==> src/rtl/tile_ram_arbiter_pkg.sv <==
// ============================================================================
//  Module   : tile_ram_arbiter_pkg
//  Brief    : Shared encodings and widths for the tile RAM arbiter.
//  Revision : 1.0 - initial release
// ============================================================================
`default_nettype none

package tile_ram_arbiter_pkg;

    localparam int C_ADDR_W = 10;
    localparam int C_DATA_W = 8;

    typedef enum logic [1:0] {
        S_INIT   = 2'd0,
        S_RUN    = 2'd1,
        S_RELOAD = 2'd2
    } state_t;

    typedef enum logic [1:0] {
        TAG_NONE = 2'd0,
        TAG_VID  = 2'd1,
        TAG_GM   = 2'd2
    } tag_t;

endpackage

`default_nettype wire

==> src/rtl/tile_ram_arbiter_if.sv <==
// ============================================================================
//  Module   : tile_ram_arbiter_if
//  Brief    : Requester and RAM-side signals of the tile RAM arbiter.
//  Revision : 1.0 - initial release
// ============================================================================
`default_nettype none

interface tile_ram_arbiter_if
    import tile_ram_arbiter_pkg::*;
#(
    parameter int ADDR_W = C_ADDR_W,
    parameter int DATA_W = C_DATA_W
);
    logic              vid_req;
    logic [ADDR_W-1:0] vid_addr;
    logic              vid_valid;
    logic              vid_miss;
    logic [DATA_W-1:0] vid_data;

    logic              ini_req;
    logic [ADDR_W-1:0] ini_addr;
    logic [DATA_W-1:0] ini_wdata;
    logic              ini_done;
    logic              ini_gnt;
    logic              reload_req;

    logic              gm_req;
    logic              gm_we;
    logic [ADDR_W-1:0] gm_addr;
    logic [DATA_W-1:0] gm_wdata;
    logic              gm_gnt;
    logic              gm_rvalid;
    logic [DATA_W-1:0] gm_rdata;

    logic [ADDR_W-1:0] ram_addr;
    logic [DATA_W-1:0] ram_din;
    logic              ram_we;
    logic [DATA_W-1:0] ram_dout;

    logic              ready;

    modport master (
        output vid_req, vid_addr, ini_req, ini_addr, ini_wdata, ini_done,
               reload_req, gm_req, gm_we, gm_addr, gm_wdata, ram_dout,
        input  vid_valid, vid_miss, vid_data, ini_gnt, gm_gnt, gm_rvalid,
               gm_rdata, ram_addr, ram_din, ram_we, ready
    );

    modport slave (
        input  vid_req, vid_addr, ini_req, ini_addr, ini_wdata, ini_done,
               reload_req, gm_req, gm_we, gm_addr, gm_wdata, ram_dout,
        output vid_valid, vid_miss, vid_data, ini_gnt, gm_gnt, gm_rvalid,
               gm_rdata, ram_addr, ram_din, ram_we, ready
    );

endinterface

`default_nettype wire

==> src/rtl/tile_ram_arbiter_readtag.sv <==
// ============================================================================
//  Module   : tile_ram_readtag
//  Brief    : Remembers who owned last cycle's read and steers RAM data back.
//  Revision : 1.0 - initial release
// ============================================================================
`default_nettype none

module tile_ram_readtag
    import tile_ram_arbiter_pkg::*;
#(
    parameter int DATA_W = C_DATA_W
) (
    input  wire logic              clk,
    input  wire logic              reset,
    input  wire tag_t              i_tag_nxt,
    input  wire logic [DATA_W-1:0] i_ram_dout,
    output logic                   o_vid_valid,
    output logic [DATA_W-1:0]      o_vid_data,
    output logic                   o_gm_rvalid,
    output logic [DATA_W-1:0]      o_gm_rdata
);

    tag_t r_tag;

    always_ff @(posedge clk) begin
        if (reset) begin
            r_tag <= TAG_NONE;
        end else begin
            r_tag <= i_tag_nxt;
        end
    end

    // Data is zeroed when not valid so idle returns never leak stale RAM output.
    always_comb begin
        o_vid_valid = (r_tag == TAG_VID);
        o_gm_rvalid = (r_tag == TAG_GM);
        o_vid_data  = o_vid_valid ? i_ram_dout : '0;
        o_gm_rdata  = o_gm_rvalid ? i_ram_dout : '0;
    end

endmodule

`default_nettype wire

==> src/rtl/tile_ram_arbiter.sv <==
// ============================================================================
//  Module   : tile_ram_arbiter
//  Brief    : Shares the tile RAM port between video, map init and game logic.
//  Revision : 1.0 - initial release
// ============================================================================
`default_nettype none

module tile_ram_arbiter
    import tile_ram_arbiter_pkg::*;
#(
    parameter int ADDR_W   = C_ADDR_W,
    parameter int DATA_W   = C_DATA_W,
    parameter int MAX_WAIT = 15
) (
    input  wire logic         clk,
    input  wire logic         reset,
    tile_ram_arbiter_if.slave bus
);

    localparam int C_WAIT_W = $clog2(MAX_WAIT + 1);

    state_t                r_state;
    state_t                w_state_nxt;
    logic [C_WAIT_W-1:0]   r_wait_cnt;
    logic                  r_vid_miss;
    logic                  w_run;
    logic                  w_gm_pri;
    logic                  w_vid_gnt;
    logic                  w_ini_gnt;
    logic                  w_gm_gnt;
    tag_t                  w_tag_nxt;

    always_ff @(posedge clk) begin
        if (reset) begin
            r_state <= S_INIT;
        end else begin
            r_state <= w_state_nxt;
        end
    end

    always_comb begin
        w_state_nxt = r_state;
        case (r_state)
            S_INIT, S_RELOAD: if (bus.ini_done)   w_state_nxt = S_RUN;
            S_RUN:            if (bus.reload_req) w_state_nxt = S_RELOAD;
            default:          w_state_nxt = S_INIT;
        endcase
    end

    always_comb begin
        w_run     = (r_state == S_RUN);
        bus.ready = w_run;
    end

    // A game requester that has waited MAX_WAIT cycles steals exactly one slot.
    assign w_gm_pri = (r_wait_cnt == C_WAIT_W'(MAX_WAIT));

    always_comb begin
        w_vid_gnt = 1'b0;
        w_ini_gnt = 1'b0;
        w_gm_gnt  = 1'b0;
        if (!reset) begin
            if (w_run) begin
                if (w_gm_pri && bus.gm_req) begin
                    w_gm_gnt = 1'b1;
                end else if (bus.vid_req) begin
                    w_vid_gnt = 1'b1;
                end else if (bus.gm_req) begin
                    w_gm_gnt = 1'b1;
                end
            end else begin
                if (bus.vid_req) begin
                    w_vid_gnt = 1'b1;
                end else if (bus.ini_req) begin
                    w_ini_gnt = 1'b1;
                end
            end
        end
    end

    always_comb begin
        bus.ram_addr = '0;
        bus.ram_din  = '0;
        bus.ram_we   = 1'b0;
        if (w_ini_gnt) begin
            bus.ram_addr = bus.ini_addr;
            bus.ram_din  = bus.ini_wdata;
            bus.ram_we   = 1'b1;
        end else if (w_gm_gnt) begin
            bus.ram_addr = bus.gm_addr;
            bus.ram_din  = bus.gm_wdata;
            bus.ram_we   = bus.gm_we;
        end else if (w_vid_gnt) begin
            bus.ram_addr = bus.vid_addr;
        end
    end

    always_comb begin
        w_tag_nxt = TAG_NONE;
        if (w_vid_gnt) begin
            w_tag_nxt = TAG_VID;
        end else if (w_gm_gnt && !bus.gm_we) begin
            w_tag_nxt = TAG_GM;
        end
    end

    always_ff @(posedge clk) begin
        if (reset || !w_run || w_gm_gnt) begin
            r_wait_cnt <= '0;
        end else if (bus.gm_req && !w_gm_pri) begin
            r_wait_cnt <= r_wait_cnt + C_WAIT_W'(1);
        end
    end

    always_ff @(posedge clk) begin
        if (reset) begin
            r_vid_miss <= 1'b0;
        end else begin
            r_vid_miss <= bus.vid_req && !w_vid_gnt;
        end
    end

    assign bus.vid_miss = r_vid_miss;
    assign bus.ini_gnt  = w_ini_gnt;
    assign bus.gm_gnt   = w_gm_gnt;

    tile_ram_readtag #(
        .DATA_W (DATA_W)
    ) u_readtag (
        .clk         (clk),
        .reset       (reset),
        .i_tag_nxt   (w_tag_nxt),
        .i_ram_dout  (bus.ram_dout),
        .o_vid_valid (bus.vid_valid),
        .o_vid_data  (bus.vid_data),
        .o_gm_rvalid (bus.gm_rvalid),
        .o_gm_rdata  (bus.gm_rdata)
    );

endmodule

`default_nettype wire

==> src/flat_wrapper.sv <==
// flat-port wrapper written by rule: the top's interface ports become plain ports
module tile_ram_arbiter_flat import tile_ram_arbiter_pkg::*;
#(
    parameter int ADDR_W   = C_ADDR_W,
    parameter int DATA_W   = C_DATA_W,
    parameter int MAX_WAIT = 15
)
  (clk, reset, bus_vid_req, bus_vid_addr, bus_ini_req, bus_ini_addr, bus_ini_wdata, bus_ini_done, bus_reload_req, bus_gm_req, bus_gm_we, bus_gm_addr, bus_gm_wdata, bus_ram_dout, bus_vid_valid, bus_vid_miss, bus_vid_data, bus_ini_gnt, bus_gm_gnt, bus_gm_rvalid, bus_gm_rdata, bus_ram_addr, bus_ram_din, bus_ram_we, bus_ready);
  tile_ram_arbiter_if #(.ADDR_W(ADDR_W), .DATA_W(DATA_W)) bus_i ();
  input  wire logic clk;
  input  wire logic reset;
  input wire logic [$bits(bus_i.vid_req)-1:0] bus_vid_req;
  input wire logic [$bits(bus_i.vid_addr)-1:0] bus_vid_addr;
  input wire logic [$bits(bus_i.ini_req)-1:0] bus_ini_req;
  input wire logic [$bits(bus_i.ini_addr)-1:0] bus_ini_addr;
  input wire logic [$bits(bus_i.ini_wdata)-1:0] bus_ini_wdata;
  input wire logic [$bits(bus_i.ini_done)-1:0] bus_ini_done;
  input wire logic [$bits(bus_i.reload_req)-1:0] bus_reload_req;
  input wire logic [$bits(bus_i.gm_req)-1:0] bus_gm_req;
  input wire logic [$bits(bus_i.gm_we)-1:0] bus_gm_we;
  input wire logic [$bits(bus_i.gm_addr)-1:0] bus_gm_addr;
  input wire logic [$bits(bus_i.gm_wdata)-1:0] bus_gm_wdata;
  input wire logic [$bits(bus_i.ram_dout)-1:0] bus_ram_dout;
  output wire logic [$bits(bus_i.vid_valid)-1:0] bus_vid_valid;
  output wire logic [$bits(bus_i.vid_miss)-1:0] bus_vid_miss;
  output wire logic [$bits(bus_i.vid_data)-1:0] bus_vid_data;
  output wire logic [$bits(bus_i.ini_gnt)-1:0] bus_ini_gnt;
  output wire logic [$bits(bus_i.gm_gnt)-1:0] bus_gm_gnt;
  output wire logic [$bits(bus_i.gm_rvalid)-1:0] bus_gm_rvalid;
  output wire logic [$bits(bus_i.gm_rdata)-1:0] bus_gm_rdata;
  output wire logic [$bits(bus_i.ram_addr)-1:0] bus_ram_addr;
  output wire logic [$bits(bus_i.ram_din)-1:0] bus_ram_din;
  output wire logic [$bits(bus_i.ram_we)-1:0] bus_ram_we;
  output wire logic [$bits(bus_i.ready)-1:0] bus_ready;
  assign bus_i.vid_req = bus_vid_req;
  assign bus_i.vid_addr = bus_vid_addr;
  assign bus_i.ini_req = bus_ini_req;
  assign bus_i.ini_addr = bus_ini_addr;
  assign bus_i.ini_wdata = bus_ini_wdata;
  assign bus_i.ini_done = bus_ini_done;
  assign bus_i.reload_req = bus_reload_req;
  assign bus_i.gm_req = bus_gm_req;
  assign bus_i.gm_we = bus_gm_we;
  assign bus_i.gm_addr = bus_gm_addr;
  assign bus_i.gm_wdata = bus_gm_wdata;
  assign bus_i.ram_dout = bus_ram_dout;
  assign bus_vid_valid = bus_i.vid_valid;
  assign bus_vid_miss = bus_i.vid_miss;
  assign bus_vid_data = bus_i.vid_data;
  assign bus_ini_gnt = bus_i.ini_gnt;
  assign bus_gm_gnt = bus_i.gm_gnt;
  assign bus_gm_rvalid = bus_i.gm_rvalid;
  assign bus_gm_rdata = bus_i.gm_rdata;
  assign bus_ram_addr = bus_i.ram_addr;
  assign bus_ram_din = bus_i.ram_din;
  assign bus_ram_we = bus_i.ram_we;
  assign bus_ready = bus_i.ready;
  tile_ram_arbiter #(.ADDR_W(ADDR_W), .DATA_W(DATA_W), .MAX_WAIT(MAX_WAIT)) u_core (.clk(clk), .reset(reset), .bus(bus_i));
endmodule
==> config.mk <==
export PLATFORM = sky130hd
export DESIGN_NAME = tile_ram_arbiter_flat
export DESIGN_NICKNAME = d
export VERILOG_FILES = /design/src/rtl/tile_ram_arbiter_pkg.sv /design/src/rtl/tile_ram_arbiter_if.sv /design/src/rtl/tile_ram_arbiter_readtag.sv /design/src/rtl/tile_ram_arbiter.sv /design/src/flat_wrapper.sv
export SDC_FILE = /design/constraint.sdc
export NUM_CORES = 1
export LEC_CHECK = 0
export ABC_AREA = 1
export CAP_MARGIN = 20
export CORE_UTILIZATION = 27
export CTS_CLUSTER_SIZE = 8
export DETAILED_ROUTE_END_ITERATION = 12
export PLACE_DENSITY = 0.92
export SLEW_MARGIN = 20
export SYNTH_ARGS = -nofsm -noshare
export SYNTH_HDL_FRONTEND = slang
export SYNTH_SLANG_ARGS = --single-unit
==> constraint.sdc <==
create_clock -name clk -period 1.6 [get_ports clk]
set_input_delay 0.16 -clock clk [delete_from_list [all_inputs] [get_ports clk]]
set_output_delay 0.16 -clock clk [all_outputs]
set_load 0.005 [all_outputs]
# Yosys cells after proc, flatten, opt, wreduce, memory -nomap -nowiden
# Cells that the tools add are included.
totals:
  register_bits: 9
  in_bits: 62
  out_inout_bits: 41
  word_cells: 54
op_classes:
  n_addsub: 1
  n_eq_ne: 7
  n_mux: 27
  n_reduce_logical: 14
op_table:
  columns: ["op", "n"]
  rows:
  - ["8-bit two-way mux", 4]
  - ["10-bit two-way mux", 3]
  - ["1-bit two-way mux", 16]
  - ["2-bit two-way mux", 3]
  - ["4-bit by 1-bit adder with 4-bit output (second input constant)", 1]
  - ["2-bit by 1-bit == test with 1-bit output (second input constant)", 2]
  - ["2-bit == test (second input constant)", 2]
  - ["4-bit == test (second input constant)", 1]
  - ["1-bit logical AND", 4]
  - ["1-bit zero test", 4]
  - ["2-bit inequality test (second input constant)", 2]
  - ["2-bit one-hot mux with 2 select lines", 1]
  - ["2-bit OR reduction", 2]
  - ["2-bit zero test", 1]
  - ["1-bit logical OR", 2]
  - ["2-bit AND reduction", 1]

# Longest topological paths before layout
# Gate-level depths: netlist of run 1.
logic_depth:
  depth_word: 8
  mapped_depth: 7
  ltp_nobuf: 7

# Cells and area by module
# A second synthesis of run 1 with hierarchy kept.
hier_totals:
  cells_unflattened: 170
  hier_area_um2: 949.7
by_module_without_submodules:
  columns: ["mod", "n_inst", "cells_each", "area_each_um2", "seq_area_each_um2"]
  rows:
  - ["tile_ram_arbiter", 1, 134, 777.0, 140.1]
  - ["tile_ram_readtag", 1, 36, 172.7, 40.0]

# Worst setup path after synthesis of run 1
# No wires, ideal clock.
synth_timing:
  kind: "register to output"
  startpoint: "register u_core.r_wait_cnt[1]"
  endpoint: "output bus_ram_addr[1]"
  arrival_ns: 1.071
  required_ns: 1.440
  setup_slack_ns: 0.369
  stages_incl_launch_ff: 7
  path_buffers: 1
  path_cell_list: "dfxtp_1 -> ha_1 -> nand3_4 -> nand2_4 -> buf_6 -> nand3_1 -> nand3_1"
synth_via:
  elab_chain_len: 8
  elab_cells_between_ends: 11
  classes_between: "eq/ne: 1; mux: 9; reduce/logical: 1"
synth_lines:
  columns: ["element", "line", "text"]
  rows:
  - ["from (decl)", "tile_ram_arbiter.sv:24", "logic [C_WAIT_W-1:0] r_wait_cnt;"]
  - ["from (signal assigned)", "tile_ram_arbiter.sv:111", "r_wait_cnt <= r_wait_cnt + C_WAIT_W'(1);"]
  - ["4-bit == test *", "tile_ram_arbiter.sv:56", "assign w_gm_pri = (r_wait_cnt == C_WAIT_W'(MAX_WAIT));"]
  - ["1-bit logical AND *", "tile_ram_arbiter.sv:64", "if (w_gm_pri && bus.gm_req) begin"]
  - ["1-bit two-way mux", "tile_ram_arbiter.sv:64", null]
  - ["1-bit two-way mux", "tile_ram_arbiter.sv:63", "if (w_run) begin"]
  - ["1-bit two-way mux", "tile_ram_arbiter.sv:62", "if (!reset) begin"]
  - ["10-bit two-way mux", "tile_ram_arbiter.sv:93", "end else if (w_vid_gnt) begin"]
  - ["10-bit two-way mux *", "tile_ram_arbiter.sv:89", "end else if (w_gm_gnt) begin"]
  - ["10-bit two-way mux *", "tile_ram_arbiter.sv:85", "if (w_ini_gnt) begin"]
  - ["to (decl)", "flat_wrapper.sv:31", "output wire logic [$bits(bus_i.ram_addr)-1:0] bus_ram_addr;"]
# Every way passes the cells marked *; elsewhere a longest branch is shown, timed or not.

# Final worst setup path of run 1
layout_timing:
  startpoint: "register u_core.r_wait_cnt[0]"
  endpoint: "output bus_ram_addr[7]"
# The elaborated chain is that of the path after synthesis.

==> results of run 1 <==
==> cells by family (layout without fill, tap and decap cells) <==
| logic type | after synthesis | count (layout) | share of synthesized area (%) |
|---|---|---|---|
| xor+xnor | 2 | 2 | 1.95 |
| flops | 9 | 9 | 20.0 |
| compound gates | 6 | 6 | 3.62 |
| simple gates | 116 | 117 | 58.6 |
| buf+inv | 29 | 164 | 14.5 |
| fa+ha+maj | 1 | 1 | 1.39 |
==> worst reg2reg max path: cells and delay by family, from the launching register on <==
kind / cells / cell delay, ns
flip-flops: 1 / 0.35
buffers and inverters: 3 / 0.33
AND/OR/NAND/NOR: 3 / 0.26
XOR/XNOR: 1 / 0.17
adder cells (fa/ha/maj): 1 / 0.15
==> cells in the final DEF, fill, tap and decap left out, drive strengths merged <==
| cell | n |
|---|---|
| buf | 41 |
| nand4 | 4 |
| nor2 | 21 |
| dfxtp | 9 |
| nand2 | 53 |
| clkdlybuf4s50 | 70 |
| dlygate4sd2 | 4 |
| a21oi | 4 |
| o21ai | 1 |
| inv | 25 |
| xor2 | 2 |
| clkinv | 2 |
| o31ai | 1 |
| dlymetal6s2s | 9 |
| nand3 | 39 |
| clkbuf | 13 |
| ha | 1 |
==> power groups by stage <==
stage / clock, mW / sequential, mW / combinational [mW]
after CTS: 0.172 / 0.238 / 0.428
after global placement: 0 / 0.240 / 0.376
after global routing: 0.191 / 0.242 / 0.473
final: 0.179 / 0.241 / 0.441
after detailed placement: 0 / 0.241 / 0.384
after floorplan: 0 / 0.240 / 0.105
==> what timing repair did <==
action / in CTS / in global routing
cloned: 4 / 1
endpoints found under the hold margin: 0 / 0
endpoints found under the setup margin: 30 / 34
buffers inserted: 15 / 1
pin swaps: 18 / 8
gates resized for setup: 102 / 38
==> routing by layer <==
layer,share of wire (%),wire (microns),up-vias
li1,-,-,794
met1,37,1660,699
met2,54,2400,90
met3,7.0,312,6
met4,1.7,76,0
met5,0,0,-
==> through the flow <==
stage,hold slack (ns),utilization (%)
after floorplan,0.229,-
after global placement,0.469,66.8
after detailed placement,0.485,66.8
after CTS,0.444,76.2
after global routing,0.442,77.7
final,0.387,77.7
==> registers in the layout (all words and copies together) (netlist names) <==
signal / cells
u_core.r_wait_cnt: 4
u_core.u_readtag.r_tag: 2
u_core.r_state: 2
u_core.bus.vid_miss: 1
==> layout make-up <==
class	instances	area share [%]
clock buffers	4	1.09
repair inverters	3	0.986
repair buffers	133	50.5
multi-input cells	126	33.1
inverters	24	4.26
well taps	44	2.28
flip-flops and latches	9	7.78
==> worst paths after layout <==
check             depth (start not counted)                  from                    to
setup / recovery                          8  u_core.r_wait_cnt[0]       bus_ram_addr[7]
hold / removal                            5            bus_gm_req  u_core.r_wait_cnt[1]
setup reg to reg                          8  u_core.r_wait_cnt[0]  u_core.r_wait_cnt[0]
hold reg to reg                           2     u_core.r_state[1]     u_core.r_state[1]
==> parameters.txt, run 1 <==
Parameter                              Value

CTS
  Master cell of the clock root buffer    clkbuf_4
  Total clock sinks    9
  Cts bufs inserted    3
  Clock tree buffer depth    2
  Clock slew at the register clock pins of the worst setup and hold paths    0.07 ns
  Cts hold-fix bufs    0
  Clock insertion delay at the later pin of the skew report    0.26 ns
  TritonCTS clock tree    yes
  H-tree Lvls    1

Power
  Int Pwr    0.594 mW
  Clock network fraction of design power    20.8%
  Power density normalized to cell area    357 mW/mm^2
  Net switching component of the power    0.267 mW
  Part of the power in combinational logic    51.3%
  PnR Total Power    0.861 mW
  Reported leakage power    1.31 nW
  Flop pwr share    28.0%
  Worst supply voltage drop on vdd    0.224 mV
  Sw frac    31.0%

Cells and area
  Ratio of cells with drive above 1 in the final layout    33.8%
  Area of the multi-input gates    797 sq um
  Final design area excluding fillers    0.00241 sq mm
  Number of antenna repair diodes    0
  Count of placed standard cells in the final layout, fillers left out    343
  Final Net Count    363
  Synth-to-layout area growth    168%
  Area occupied by registers    188 sq um
  Fill count    231

GRT
  Met2 demand-to-capacity share in global routing    43.7%
  Met1 Usage GRT    25.2%
  Gr busiest metal    met2
  Aggregate global-route resource usage    23.1%
  Aggregate global routing overflow    0
  Global routing met3 resource utilization    3.90%
  Number of antenna violations at the first check in global routing    0
  Pin count of the biggest net entering global routing    15
  Via count of the first global-routing pass    1,513
  Wire length of the first global-routing pass    6270 microns

Die
  Die width    59.7 microns
  Number of standard-cell rows in the floorplan    20
  Placeable core region    0.00310 sq mm
  Ports placed on the boundary    103
  Die height    59.7 microns
  Initial standard-cell utilization of the core    29.0%
  Die area    0.00357 sq mm

Critical path
  Top fanout value on the critical path    5
  Number of buffer and inverter stages on the critical path    2
  Cell type group with the largest total delay on the critical path    simple AND/OR/NAND/NOR gates
  Critical path class    reg -> out
  Master of the slowest instance on the critical path    dfxtp_2
  R2r setup slk    0.29 ns
  Arrival time reported for the critical path endpoint    1.50 ns
  Delay of the slowest cell on the worst path    0.35 ns
  Worst EP required    1.44 ns
  Startpoint types    flip-flop
  Kind of end point of the critical path    output pin
  Cells along the critical path    ha_4, nand3_4, nand2_4, buf_6, nand2_4, nand3_1, nand3_1, buf_2

Placed design
  Routability congestion estimate from global placement    0.806
  Placed wire-length estimate    2940 microns
  Number of placed cells counting well taps    320
  Worst setup slack before clock tree synthesis    -0.465 ns
  Total placed instance area    0.00207 sq mm
  Total of buffers placed on input and output ports    102

Routing
  Final routed DRC violation total    0
  Vias    1,589
  Routed via count divided by cell count    4.63
  DRT Wirelength    4440 microns
  Number of nets still failing antenna checks after routing    0
  Post-detailed-route wirelength per cell    12.9 microns
  Number of iterations in the first detailed-routing pass    5
  Initial drt markers    38

Yosys
  Area contributors post-synth    nand3_1 (21%), nand2_1 (20%), dfxtp_1 (20%)
  Async set or reset register ratio after synthesis    0%
  Share of Yosys cell area claimed by the top area cell type    20.6%
  Post-synthesis register bit count    9
  Netlist cell types    22
  Yosys warnings    0
  Syn avg cell area    5.52 sq um
  Primary flip-flop cell chosen by synthesis mapping    dfxtp_1
  Synthesized net count    226
  Sequential element share of the synthesized area    20.0%
  Top post-synthesis cells by count    nand2_1 (49), nand3_1 (37), inv_1 (20), nor2_1 (20), dfxtp_1 (9)
  Count of flip-flops with a built-in enable after synthesis    0
  Most frequent cell after synthesis    nand2_1
  Area leader, netlist    nand3_1
  Mapped Area    900 sq um
  Number of instances in the synthesized netlist    163

Status
  Violations in the final reports    setup timing
  Result of the run    finished, violations left

STA
  Setup TNS after final layout    -0.263 ns
  Final Cycle Share    104%
  Final Slew Violations    0
  Number of endpoints with negative hold slack in the final report    0
  Shortest period the worst path allows    1.66 ns
  Actual transition at the worst max-transition pin    0.322 ns
  Number of setup violations in the final report    9
  Slew headroom    78.5%
  Final Worst Setup Slack    -0.0575 ns
  Setup repair after global routing missed its margin    true
  Top achievable clock speed    603 MHz
  Clock skew after layout    0.0146 ns

Worst hold path
  Path type of the worst min-delay path    in -> reg

Job
  Number of violations of the max-capacitance limit    0
No activity file was read; power rests on OpenSTA's default activity.
==> inputs of run 2 (changes only) <==
--- a/config.mk
+++ b/config.mk
@@ -7,11 +7,13 @@
 export LEC_CHECK = 0
 export ABC_AREA = 1
 export CAP_MARGIN = 20
-export CORE_UTILIZATION = 27
+export CORE_UTILIZATION = 25
 export CTS_CLUSTER_SIZE = 8
 export DETAILED_ROUTE_END_ITERATION = 12
-export PLACE_DENSITY = 0.92
+export GPL_TIMING_DRIVEN = 0
+export PLACE_DENSITY = 0.9
 export SLEW_MARGIN = 20
 export SYNTH_ARGS = -nofsm -noshare
 export SYNTH_HDL_FRONTEND = slang
 export SYNTH_SLANG_ARGS = --single-unit
+export TNS_END_PERCENT = 10
==> constraint.sdc (replaced) <==
create_clock -name clk -period 1.41 [get_ports clk]
set_input_delay 0.141 -clock clk [delete_from_list [all_inputs] [get_ports clk]]
set_output_delay 0.141 -clock clk [all_outputs]
set_load 0.005 [all_outputs]
==> parameters.txt, run 2 (same netlist as run 1, synthesis figures left out) <==
Parameter                              Value

STA
  Clock skew after layout    0.00949 ns
  Setup repair after global routing missed its margin    true
  Final Cycle Share    119%
  Number of endpoints with negative hold slack in the final report    0
  WHS    0.232 ns
  Slew headroom    77.9%
  Final Worst Setup Slack    -0.263 ns
  Top achievable clock speed    598 MHz
  Final Slew Violations    0
  Shortest period the worst path allows    1.67 ns
  Setup TNS after final layout    -4.32 ns
  Number of setup violations in the final report    20
  Actual transition at the worst max-transition pin    0.331 ns

Routing
  Vias    1,526
  DRT Wirelength    4100 microns
  Routed via count divided by cell count    4.62
  Post-detailed-route wirelength per cell    12.4 microns
  Initial drt markers    50
  Number of nets still failing antenna checks after routing    0
  Number of iterations in the first detailed-routing pass    4
  Final routed DRC violation total    0

Power
  Power density normalized to cell area    414 mW/mm^2
  Reported leakage power    1.20 nW
  Worst supply voltage drop on vdd    0.363 mV

Die
  Placeable core region    0.00339 sq mm
  Die height    62.0 microns
  Number of standard-cell rows in the floorplan    21
  Ports placed on the boundary    103
  Die area    0.00384 sq mm
  Initial standard-cell utilization of the core    26.5%
  Die width    62.0 microns

Cells and area
  Top reg by flops    u_core.r_wait_cnt
  Final Net Count    348
  Final design area excluding fillers    0.00226 sq mm
  Ratio of cells with drive above 1 in the final layout    28.2%
  Largest registers    u_core.r_wait_cnt x4, u_core.r_state x2, u_core.u_readtag.r_tag x2
  Number of flip-flops in the largest register    4
  Count of placed standard cells in the final layout, fillers left out    330
  Commonest cells after routing, fill and taps aside    clkdlybuf4s50_1 (59), nand2_1 (47), dlygate4sd2_1 (24)
  Number of antenna repair diodes    0
  Synth-to-layout area growth    151%
  Commonest non-fill, non-tap cell in the layout    clkdlybuf4s50_1

CTS
  Cts bufs inserted    3
  Total clock sinks    9
  Clock insertion delay at the later pin of the skew report    0.28 ns
  TritonCTS clock tree    yes
  Clock tree buffer depth    2
  Master cell of the clock root buffer    clkbuf_4
  Clock slew at the register clock pins of the worst setup and hold paths    0.07 ns
  H-tree Lvls    1

Placed design
  Placed wire-length estimate    2840 microns
  Total placed instance area    0.00197 sq mm
  Routability congestion estimate from global placement    0.724
  Number of placed cells counting well taps    310
  Worst setup slack before clock tree synthesis    -0.673 ns
  Total of buffers placed on input and output ports    101

Critical path
  Number of buffer and inverter stages on the critical path    2
  Master of the slowest instance on the critical path    dfxtp_2
  Worst r2r path cells    8
  Cell type group with the largest total delay on the critical path    simple AND/OR/NAND/NOR gates
  Cells along the critical path    ha_4, nand3_4, nand2_8, buf_6, nand2_8, nand3_2, nand3_2, buf_2
  Delay of the slowest cell on the worst path    0.36 ns
  FF-to-FF Start    u_core.r_wait_cnt[1]
  Arrival time reported for the critical path endpoint    1.53 ns
  R2r setup slk    0.08 ns
  Capturing point of the worst reg2reg path    u_core.bus.vid_miss
  Startpoint of the worst setup timing path    u_core.r_wait_cnt[1]
  Crit path depth    8
  Top fanout value on the critical path    10
  Worst EP required    1.27 ns
  Critical path class    reg -> out
  Kind of end point of the critical path    output pin
  Startpoint types    flip-flop
  Capturing instance or port of the critical path    bus_ram_addr[3]

Status
  Result of the run    finished, violations left
  Violations in the final reports    setup timing

GRT
  Aggregate global-route resource usage    20.4%
  Via count of the first global-routing pass    1,304
  Number of antenna violations at the first check in global routing    0
  Wire length of the first global-routing pass    5660 microns
  Pin count of the biggest net entering global routing    11
  Aggregate global routing overflow    0

Worst hold path
  Path type of the worst min-delay path    in -> reg

Job
  Number of violations of the max-capacitance limit    0
run 2: how the worst min path moves through the flow:
stage                            from                        end  slack [ns]  cells after the start
floorplan                       reset  u_core.u_readtag.r_tag[0]        0.21                      1
global placement    u_core.r_state[1]          u_core.r_state[1]        0.47                      2
detailed placement  u_core.r_state[1]          u_core.r_state[1]        0.48                      2
CTS                        bus_gm_req       u_core.r_wait_cnt[3]        0.23                      3
global route               bus_gm_req       u_core.r_wait_cnt[3]        0.25                      3
finish                     bus_gm_req       u_core.r_wait_cnt[2]        0.23                      3
run 2: cell type report:
cell class / instances / area, sq um
timing repair inverter: 1 / 8.76
sequential: 9 / 188
tap: 46 / 57.6
inverter: 24 / 97.6
clock buffer: 4 / 26.3
timing repair buffer: 116 / 1060
multi-input combinational: 125 / 776
fill: 284 / 1130
buffer: 5 / 43.8
run 2: report_power, final:
group	internal (mW)	switching, mW	total (mW)
clock	0.110	0.102	0.212
sequential	0.264	0.00865	0.272
combinational	0.271	0.179	0.450
run 2: metrics by stage:
step / total power, mW / utilization, %
6_report: 0.934 / 66.6
5_1_grt: 0.994 / 66.6
4_1_cts: 0.919 / 64.8
3_5_place_dp: 0.689 / 58.1
3_3_place_gp: 0.683 / 58.1
2_1_floorplan: 0.391 / -
run 2: tightest hold or removal path, delay by kind of cell:
kind / cells / cell delay, ns
compound gates: 1 / 0.07
buf+inv: 1 / 0.16
simple gates: 1 / 0.10
run 2: repair_timing:
item | in CTS | in global routing
setup buffers | 13 | 1
setup endpoints to repair | 40 | 33
gates cloned | 2 | 0
pin swaps | 15 | 4
hold buffers | 0 | 0
resized for setup | 113 | 19
run 2: per-layer routing:
layer  routed length [microns]  vias up  global-route usage [%]
met4                        64        0                    8.57
met2                      2210       81                    39.8
li1                          -      764                       -
met5                         0        -                       0
met1                      1440      675                    20.0
met3                       378        6                    4.97
